<file path="src/rtl/axis_serializer.sv">
// Wide-to-narrow AXI-Stream serializer: one shift register plus one skid word, LSB beat first.
// Optional olast output is enabled by defining AXIS_SERIALIZER_LAST_EN.
module axis_serializer #(
    parameter int WIDTH = 8,
    parameter int RATIO = 4
) (
    input  logic                     clock,
    input  logic                     resetn,
    output logic [1:0]               size,
    input  logic [WIDTH*RATIO-1:0]   idata,
    input  logic                     ivalid,
    output logic                     iready,
    output logic [WIDTH-1:0]         odata,
    output logic                     ovalid,
    input  logic                     oready
`ifdef AXIS_SERIALIZER_LAST_EN
    ,
    output logic                     olast
`endif
);

    localparam int DW = WIDTH * RATIO;
    localparam int CW = $clog2(RATIO + 1);
    localparam logic [CW-1:0] CNT_FULL = CW'(RATIO);
    localparam logic [CW-1:0] CNT_ONE  = CW'(1);

    logic [DW-1:0] shreg_reg;
    logic [DW-1:0] shreg_next;
    logic [DW-1:0] skid_reg;
    logic [DW-1:0] skid_next;
    logic [CW-1:0] cnt_reg;
    logic [CW-1:0] cnt_next;
    logic [CW-1:0] cnt_dec;
    logic          full_reg;
    logic          full_next;
    logic          ovalid_reg;
    logic          iready_reg;
    logic          out_xfer;
    logic          in_xfer;

    // iready mirrors ~full_reg, so a skid reload and an input transfer never coincide.
    always_comb begin
        out_xfer   = ovalid_reg & oready;
        in_xfer    = ivalid & iready_reg;
        cnt_dec    = out_xfer ? (cnt_reg - CNT_ONE) : cnt_reg;
        shreg_next = out_xfer ? (shreg_reg >> WIDTH) : shreg_reg;
        cnt_next   = cnt_dec;
        skid_next  = skid_reg;
        full_next  = full_reg;
        if (cnt_dec == '0) begin
            if (full_reg) begin
                shreg_next = skid_reg;
                cnt_next   = CNT_FULL;
                full_next  = 1'b0;
            end else if (in_xfer) begin
                shreg_next = idata;
                cnt_next   = CNT_FULL;
            end
        end else if (in_xfer) begin
            skid_next = idata;
            full_next = 1'b1;
        end
    end

    // Datapath words carry no reset; they are only observed while ovalid is high.
    always_ff @(posedge clock) begin
        shreg_reg <= shreg_next;
        skid_reg  <= skid_next;
    end

    always_ff @(posedge clock or negedge resetn) begin
        if (!resetn) begin
            cnt_reg    <= '0;
            full_reg   <= 1'b0;
            ovalid_reg <= 1'b0;
            iready_reg <= 1'b1;
        end else begin
            cnt_reg    <= cnt_next;
            full_reg   <= full_next;
            ovalid_reg <= (cnt_next != '0);
            iready_reg <= ~full_next;
        end
    end

`ifdef AXIS_SERIALIZER_LAST_EN
    logic olast_reg;

    always_ff @(posedge clock or negedge resetn) begin
        if (!resetn) begin
            olast_reg <= 1'b0;
        end else begin
            olast_reg <= (cnt_next == CNT_ONE);
        end
    end

    assign olast = olast_reg;
`endif

    assign odata  = shreg_reg[WIDTH-1:0];
    assign ovalid = ovalid_reg;
    assign iready = iready_reg;
    assign size   = full_reg ? 2'd2 : (ovalid_reg ? 2'd1 : 2'd0);

endmodule
</file>
<file path="config.mk">
export PLATFORM = sky130hd
export DESIGN_NAME = axis_serializer
export DESIGN_NICKNAME = d
export VERILOG_FILES = /design/src/rtl/axis_serializer.sv
export SDC_FILE = /design/constraint.sdc
export NUM_CORES = 1
export LEC_CHECK = 0
export ABC_AREA = 0
export BUFFER_PORTS_ARGS = -buffer_cell sky130_fd_sc_hd__buf_4
export CORE_MARGIN = 2
export CORE_UTILIZATION = 40
export DETAILED_ROUTE_END_ITERATION = 12
export SYNTH_ARGS = -nofsm -noshare
export SYNTH_HDL_FRONTEND = slang
export SYNTH_SLANG_ARGS = --single-unit
</file>
<file path="constraint.sdc">
create_clock -name clock -period 3.1 [get_ports clock]
set_clock_uncertainty 0.05 [all_clocks]
set_input_delay 0.62 -clock clock [delete_from_list [all_inputs] [get_ports clock]]
set_output_delay 0.62 -clock clock [all_outputs]
set_load 0.1 [all_outputs]
</file>
==> results.toml, run 1 <==
[run_status]
status = "completed"

[sta]
max_slew.worst_pin.slew_ns = 0.9102
fin_crit_sh_pct = 72.95
maxSlewHeadroom_pct = 39.17
fin_crit_ns = 2.261
hold_viol = 0
rsz0062_at_grt = "false"
fin_tns_setup_ns = 0
setup_viol = 0
clock.fmax_mhz = 442.2
slew_violations = 0

[setup_path]
r2r_end = "skid_reg[18]$_DFFE_PP_"
critPathTopFamily = "simple AND/OR/NAND/NOR gates"
cp-start-kind = "register"
crit_type = "reg2reg"
path_max_fanout = 32
cp_slowest_cell = "nor2_4"
worst-path-buf-inv = 1
crit_chain = "inv_1 > ha_1 > nand2_1 > o21ai_2 > and2_1 > nor2_4"
r2r_slack_ns = 0.84
cp_slowest_stage_delay_ns = 0.71
reg2reg_depth = 6
cp.arrival_ns = 2.17
rr_startpoint = "cnt_reg[0]$_DFF_PN0_"
cp.required_ns = 3.01
end_kind = "register"

[layout]
drive_above_1_share_pct = 27.45
finish.utilization_pct = 48.98
fin_cells = 354
syn2layout_area_growth_pct = 19.23
filler_cell_count = 641
nNetsFinal = 287
diodes = 0
fin_area_um2 = 3515

[floorplanning]
start_util_pct = 41.08
rows = 31
die_h_um = 89.85
ios = 48
core_um2 = 7176
die_w_um = 89.85
die_area_um2 = 8072

[global_routing]
grt_pass1_wl_um = 8183
antenna_found_initial = 0
grt.total_usage_pct = 13.00
gr-total-overflow = 0
grt_max_degree = 36
grt_pass1_vias = 1676

[routing]
via_count = 1652
ant_nets = 0
drt-total-wl_um = 4883
firstDrtPassIters = 4
drt_iter0_drc = 42
wl_per_cell_um = 13.79
drc = 0
vias_per_cell = 4.667

[clock_tree]
cts.sinks = 70
cts_tree = "done"
path_clk_slew_ns = 0.07
cts_max_level = 3
ctsHoldBuffers = 0
cts_buffers = 9
cts.path.max_buffers = 2
clkLatencyLatePin_ns = 0.33
clock-root-buffer = "clkbuf_8"
post-cts-setup-buffers = 0
ctsResizeCount = 0

[yosys]
ys_dominant_reg_cell = "edfxtp_1"
ys_seq_area_share_pct = 59.47
synth_top_area_share_pct = 32.60
synth.most_common_cell = "mux2i_1"
yosys_warnings = 0
synth_common_cells = "mux2i_1 (88), dfxtp_1 (32), edfxtp_1 (32)"
synth-edff-count = 32
synth-async-reset-ratio_pct = 8.571
syn_inst = 209
synth_nets = 246
synthesis.area_um2 = 2948
synthDistinctLibCells = 26
synth_top_area_cell = "edfxtp_1"
synth-seq-cells = 70
syn_avg_cell_area_um2 = 14.10
synthTopCellsByArea = "edfxtp_1 (33%), mux2i_1 (30%), dfxtp_1 (22%)"

[pwr]
ir_drop_uv = 331.8
p_leak_nw = 1.705
powerDensity_nw_per_um2 = 1026

[place]
port-buffer-count = 47
gp_congestion = 0.6255
dp_cells = 338
postPlaceCellArea_um2 = 3313
dp.final_hpwl_um = 3208

[flow_run]
drv_cap = 0

[hold_path]
hold_path_class = "in2async"
## cells by family (layout without fill, tap and decap cells)
| logic type | after synthesis | in the layout | share of synthesized area (%) |
|---|---|---|---|
| buffers and inverters | 21 | 67 | 4.838 |
| AND/OR/NAND/NOR | 23 | 23 | 3.863 |
| flip-flops | 70 | 70 | 59.47 |
| XOR/XNOR | 2 | 2 | 0.5943 |
| AO/OA/AOI/OAI | 4 | 4 | 0.9336 |
| adder cells (fa/ha/maj) | 1 | 1 | 0.4244 |
| multiplexers | 88 | 88 | 29.88 |
## power by group
group / leakage [nW] / switching (mW) / internal (mW)
logic: 0.982 / 0.871 / 0.506
registers: 0.623 / 0.191 / 1.30
clock network: 0.0996 / 0.319 / 0.415
## cell usage in the layout, fill, tap and decap left out, types with 2 or more instances in the layout
master,netlist,routed
buf_4,9,49
clkbuf_1,1,2
clkbuf_8,0,11
dfrtp_1,5,4
dfxtp_1,32,32
edfxtp_1,32,32
inv_1,2,2
mux2i_1,88,88
nand2_1,14,14
## cell type report
type | count | area, um^2 | share of cell area (%)
Clock buffer | 13 | 158.9 | 4.521
Tap cell | 99 | 123.9 | 3.524
Inverter | 2 | 7.507 | 0.2136
Clock inverter | 3 | 42.54 | 1.210
Sequential cell | 70 | 1754 | 49.91
Timing Repair Buffer | 49 | 367.9 | 10.47
Multi-Input combinational cell | 118 | 1060 | 30.15
## per-stage QoR
stage               setup slack, ns  hold slack [ns]  power, mW
floorplan                   0.02488           0.2744      2.690
global placement             0.7207           0.3819      2.886
detailed placement           0.6857           0.3842      2.915
CTS                          0.7717          0.01319      3.661
global route                 0.6184          0.01221      3.830
finish                       0.8387          0.03020      3.605
## layer usage
layer	wire length (um)	up-vias	global-route usage (%)
met3	200	11	3.185
met4	124	0	7.308
met1	2547	769	18.80
met5	0	-	0
li1	-	833	-
met2	2010	39	17.74
## worst max path at each step
stage                                     from                     end  slack, ns  depth (start not counted)
after floorplan               ovalid$_DFF_PN0_                 size[0]       0.02                          1
after global placement                  oready  skid_reg[21]$_DFFE_PP_       0.72                          5
after detailed placement                oready  skid_reg[29]$_DFFE_PP_       0.69                          5
after CTS                 cnt_reg[0]$_DFF_PN0_  skid_reg[18]$_DFFE_PP_       0.77                          6
after global routing      cnt_reg[0]$_DFF_PN0_  skid_reg[18]$_DFFE_PP_       0.62                          6
final                     cnt_reg[0]$_DFF_PN0_  skid_reg[18]$_DFFE_PP_       0.84                          6
(Power assumes the default switching activity.)
==> run 2: changes to the inputs <==
==> constraint.sdc (replaced) <==
create_clock -name clock -period 1.88 [get_ports clock]
set_clock_uncertainty 0.05 [all_clocks]
set_input_delay 0.376 -clock clock [delete_from_list [all_inputs] [get_ports clock]]
set_output_delay 0.376 -clock clock [all_outputs]
set_load 0.1 [all_outputs]
==> results.toml, run 2 (same netlist as run 1, synthesis figures left out) <==
[routing]
via_count = 1695
firstDrtPassIters = 4
drt-total-wl_um = 5252
drt_iter0_drc = 31
ant_nets = 0
drc = 0
wl_per_cell_um = 14.31
vias_per_cell = 4.619

[sta]
fin_crit_ns = 1.812
fin_tns_setup_ns = 0
fin_hold_ws_ns = 0.1688
clock.fmax_mhz = 551.9
fin_crit_sh_pct = 96.39
setup_viol = 0
maxSlewHeadroom_pct = 71.85
slew_violations = 0
max_slew.worst_pin.slew_ns = 0.4222
hold_viol = 0

[layout]
finish.utilization_pct = 51.74
seq_area_um2 = 1758
nNetsFinal = 300
layout_commonest_cell = "mux2i_1"
fin_cells = 367
diodes = 0
syn2layout_area_growth_pct = 25.93
multi_input_area_um2 = 1094
final_cell_mix = "mux2i_1 (88), buf_4 (55), dfxtp_1 (32), edfxtp_1 (32), nand2_1 (14)"
drive_above_1_share_pct = 31.72
filler_cell_count = 641

[pwr]
p_switching_mw = 2.375
p_sw_share_pct = 38.26
power.internal_mw = 3.833
powerDensity_nw_per_um2 = 1672
p_comb_share_pct = 42.9
p_clk_share_pct = 18.4
p_leak_nw = 1.792
pwr-share-seq_pct = 38.7
ir_drop_uv = 514.2

[floorplanning]
rows = 31
core_um2 = 7176
ios = 48
start_util_pct = 41.08
die_area_um2 = 8072
die_w_um = 89.85
die_h_um = 89.85

[setup_path]
cp_slowest_stage_delay_ns = 0.40
crit_chain = "inv_1 > ha_1 > nand3_2 > xor2_4 > and2_4 > nor2_4 > buf_12 > clkbuf_16"
end_kind = "register"
cp.required_ns = 1.89
critPathTopFamily = "simple AND/OR/NAND/NOR gates"
crit_type = "reg2reg"
cp-start-kind = "register"
cp_slowest_cell = "dfrtp_1"
path_max_fanout = 7
worst-path-buf-inv = 3
cp.arrival_ns = 1.82

[place]
port-buffer-count = 47
gp_congestion = 0.7557
dp.final_hpwl_um = 3440
dp_cells = 343

[global_routing]
grt.total_usage_pct = 13.05
grtUsageMet3_pct = 2.682
antenna_found_initial = 0
grt_pass1_vias = 1643
busiest_layer = "met2"
grt_max_degree = 33
gr-total-overflow = 0
grt_pass1_wl_um = 8204
gr-usage-met1_pct = 18.25
grt_use_met2_pct = 18.56

[clock_tree]
clock-root-buffer = "clkbuf_8"
cts.sinks = 70
clkLatencyLatePin_ns = 0.33
path_clk_slew_ns = 0.07
cts_buffers = 9
cts.path.max_buffers = 2
cts_max_level = 3
cts_tree = "done"

[hold_path]
hold_path_class = "in2reg"

[run_status]
status = "completed"

[flow_run]
drv_cap = 0
-- run 2: cell types whose count changed in the layout (fill, tap and decap cells not counted), moves of 2 or more --
cell	delta
clkbuf_1	+2
clkbuf_8	-2
buf_4	+6
buf_12	+3
clkbuf_16	+2
-- run 2: metrics by stage --
| stage | total power, mW | cell area, um^2 | worst slack, ns |
|---|---|---|---|
| final | 6.209 | 3712 | 0.06794 |
| after global routing | 6.560 | 3712 | -0.02095 |
| after CTS | 6.079 | 3590 | 0.05612 |
| after detailed placement | 4.929 | 3395 | 0.06373 |
| after global placement | 4.881 | 3395 | 0.1049 |
| after floorplan | 4.465 | 2974 | -0.1708 |
-- run 2: cell type report --
class,instances,area share (%)
Clock buffer,13,3.741
Clock inverter,3,1.247
Inverter,2,0.2022
Multi-Input combinational cell,118,29.46
Sequential cell,70,47.35
Tap cell,99,3.337
Timing Repair Buffer,62,14.66
-- run 2: power groups by stage --
stage | registers, mW | logic (mW) | clock network [mW]
after global routing | 2.46 | 2.86 | 1.24
after detailed placement | 2.44 | 2.49 | 0
after global placement | 2.42 | 2.46 | 0
after CTS | 2.40 | 2.50 | 1.18
final | 2.40 | 2.66 | 1.14
after floorplan | 2.45 | 2.02 | 0
-- run 2: path summary, 6_finish.rpt --
check / start / to / slack (ns) / depth (start not counted)
setup / recovery: cnt_reg[0]$_DFF_PN0_ / skid_reg[21]$_DFFE_PP_ / 0.07 / 8
hold / removal: idata[14] / skid_reg[14]$_DFFE_PP_ / 0.17 / 1
setup reg to reg: cnt_reg[0]$_DFF_PN0_ / skid_reg[21]$_DFFE_PP_ / 0.07 / 8
hold reg to reg: shreg_reg[24]$_DFF_P_ / shreg_reg[24]$_DFF_P_ / 0.41 / 2
max in group asynchronous: resetn / iready$_DFF_PN1_ / 1.25 / 2
min in group asynchronous: resetn / cnt_reg[2]$_DFF_PN0_ / 0.33 / 2
-- run 2: worst register-to-register path, cell delays in order, from the launching register on --
cell	delay, ns
dfrtp_1	0.40
inv_1	0.06
ha_1	0.15
nand3_2	0.13
xor2_4	0.19
and2_4	0.17
nor2_4	0.11
buf_12	0.13
clkbuf_16	0.15
-- run 2: per-layer routing --
metal	wire, um	vias to the layer above	part of all wire [%]
met5	0	-	0
met4	112	0	2.1
met3	175	8	3.3
met2	2375	37	45
met1	2588	790	49
li1	-	860	-
-- run 2: what timing repair did --
| item | CTS | global route |
|---|---|---|
| gates resized for setup | 0 | 2 |
| endpoints found under the hold margin | 6 | 0 |
| setup endpoints to repair | 0 | 10 |
| hold buffers | 1 | 0 |
| buffers inserted | 0 | 4 |
==> run 3: changes to the inputs <==
==> constraint.sdc (replaced) <==
create_clock -name clock -period 2.2 [get_ports clock]
set_clock_uncertainty 0.05 [all_clocks]
set_input_delay 0.44 -clock clock [delete_from_list [all_inputs] [get_ports clock]]
set_output_delay 0.44 -clock clock [all_outputs]
set_load 0.1 [all_outputs]
==> results.toml, run 3 (same netlist as run 1, synthesis figures left out) <==
[run_status]
status = "completed"

[routing]
vias_per_cell = 4.514
wl_per_cell_um = 14.23
drc = 0
ant_nets = 0
drt-total-wl_um = 5150
firstDrtPassIters = 3
drt_iter0_drc = 64
via_count = 1634

[setup_path]
reg2reg_depth = 8
cp-start-kind = "register"
end_kind = "register"
path_max_fanout = 32
r2r_slack_ns = 0.27
rr_startpoint = "cnt_reg[1]$_DFF_PN0_"
crit_type = "reg2reg"
cp.required_ns = 2.40
r2r_end = "shreg_reg[23]$_DFF_P_"
cp.arrival_ns = 2.12

[clock_tree]
cts.sinks = 70
cts.path.max_buffers = 2
cts_buffers = 9
path_clk_slew_ns = 0.08
cts_tree = "done"
clkLatencyLatePin_ns = 0.33
clock-root-buffer = "clkbuf_8"
cts_max_level = 3

[floorplanning]
die_h_um = 89.85
die_area_um2 = 8072
ios = 48
die_w_um = 89.85
core_um2 = 7176
start_util_pct = 41.08
rows = 31

[sta]
fin_tns_setup_ns = 0
maxSlewHeadroom_pct = 62.43
hold_viol = 0
slew_violations = 0
fin_crit_sh_pct = 87.57
fin_crit_ns = 1.927
rsz0062_at_grt = "false"
setup_viol = 0
fin_hold_ws_ns = 0.2384
max_slew.worst_pin.slew_ns = 0.5636
clock.fmax_mhz = 519.1

[layout]
diodes = 0
drive_above_1_share_pct = 30.80
filler_cell_count = 643
final_cell_mix = "mux2i_1 (88), buf_4 (55), dfxtp_1 (32), edfxtp_1 (32), nand2_1 (14)"
syn2layout_area_growth_pct = 23.26
nNetsFinal = 295
layout_commonest_cell = "mux2i_1"
finish.utilization_pct = 50.64

[pwr]
p_clk_share_pct = 23.0
p_sw_share_pct = 37.01
p_comb_share_pct = 39.3
p_leak_nw = 1.766
ir_drop_uv = 456.0
pwr-share-seq_pct = 37.7
power.internal_mw = 3.411
p_switching_mw = 2.004
powerDensity_nw_per_um2 = 1490

[hold_path]
hold_path_class = "in2reg"
whs_path_depth = 1
whs_endpoint = "skid_reg[5]$_DFFE_PP_"
holdCritStartpoint = "idata[5]"

[global_routing]
grt_max_degree = 36
grt_pass1_wl_um = 8521
gr-total-overflow = 0
antenna_found_initial = 0
grt.total_usage_pct = 13.57
grt_pass1_vias = 1695

[flow_run]
drv_cap = 0

[place]
dp.final_hpwl_um = 3355
port-buffer-count = 47
gp_congestion = 0.7030
==> run 3: final cells by class <==
| type | instances | area [um^2] | area share, % |
|---|---|---|---|
| Clock buffer | 11 | 141.4 | 3.891 |
| Inverter | 2 | 7.507 | 0.2066 |
| Sequential cell | 70 | 1755 | 48.31 |
| Clock inverter | 5 | 106.4 | 2.927 |
| Multi-Input combinational cell | 119 | 1076 | 29.61 |
| Timing Repair Buffer | 56 | 422.9 | 11.64 |
| Tap cell | 99 | 123.9 | 3.409 |
==> run 3: worst max path at each step <==
stage                         start                endpoint  slack (ns)
6_report       cnt_reg[1]$_DFF_PN0_   shreg_reg[23]$_DFF_P_        0.27
3_5_place_dp   cnt_reg[1]$_DFF_PN0_  skid_reg[29]$_DFFE_PP_        0.01
4_1_cts        cnt_reg[1]$_DFF_PN0_  skid_reg[16]$_DFFE_PP_        0.04
2_1_floorplan      ovalid$_DFF_PN0_   skid_reg[0]$_DFFE_PP_      0.0004
3_3_place_gp   cnt_reg[1]$_DFF_PN0_  skid_reg[20]$_DFFE_PP_        0.05
5_1_grt        cnt_reg[1]$_DFF_PN0_    shreg_reg[7]$_DFF_P_        0.14
==> run 3: per-layer routing <==
layer	vias to the layer above	share of wire [%]	track usage, %	routed length [um]
li1	843	-	-	-
met1	752	52	19.15	2695
met2	34	43	19.19	2200
met3	5	3.8	3.940	194
met4	0	1.1	6.538	59
met5	-	0	0	0
==> run 3: critical path: stages, from the launching register on <==
cell and delay [ns]:
dfrtp_1 0.36, inv_1 0.05, ha_1 0.28, nand2_1 0.09
o21ai_2 0.06, buf_4 0.14, nand3_4 0.06, buf_4 0.47
mux2i_1 0.27
==> run 3: repair_timing <==
item / in CTS / in global routing
hold endpoints to repair: 5 / 0
cloned: 0 / 1
pin swaps: 0 / 1
hold buffers: 1 / 0
buffers inserted: 0 / 0
resized for setup: 1 / 1
endpoints found under the setup margin: 7 / 32
==> run 3: power by group through the flow <==
stage	clock network, mW	registers, mW	logic, mW
6_report	1.24	2.04	2.13
4_1_cts	1.28	2.05	2.13
3_5_place_dp	0	2.08	2.12
5_1_grt	1.34	2.10	2.30
3_3_place_gp	0	2.06	2.09
2_1_floorplan	0	2.09	1.71
==> run 3: through the flow <==
step | instances | total power, mW | setup WS [ns] | cell area (um^2)
after CTS | 361 | 5.464 | 0.03535 | 3622
after detailed placement | 344 | 4.195 | 0.01366 | 3362
after global placement | 344 | 4.151 | 0.05399 | 3362
final | 362 | 5.415 | 0.2734 | 3633
after global routing | 362 | 5.733 | 0.1403 | 3633
after floorplan | 209 | 3.800 | 0.0003990 | 2959
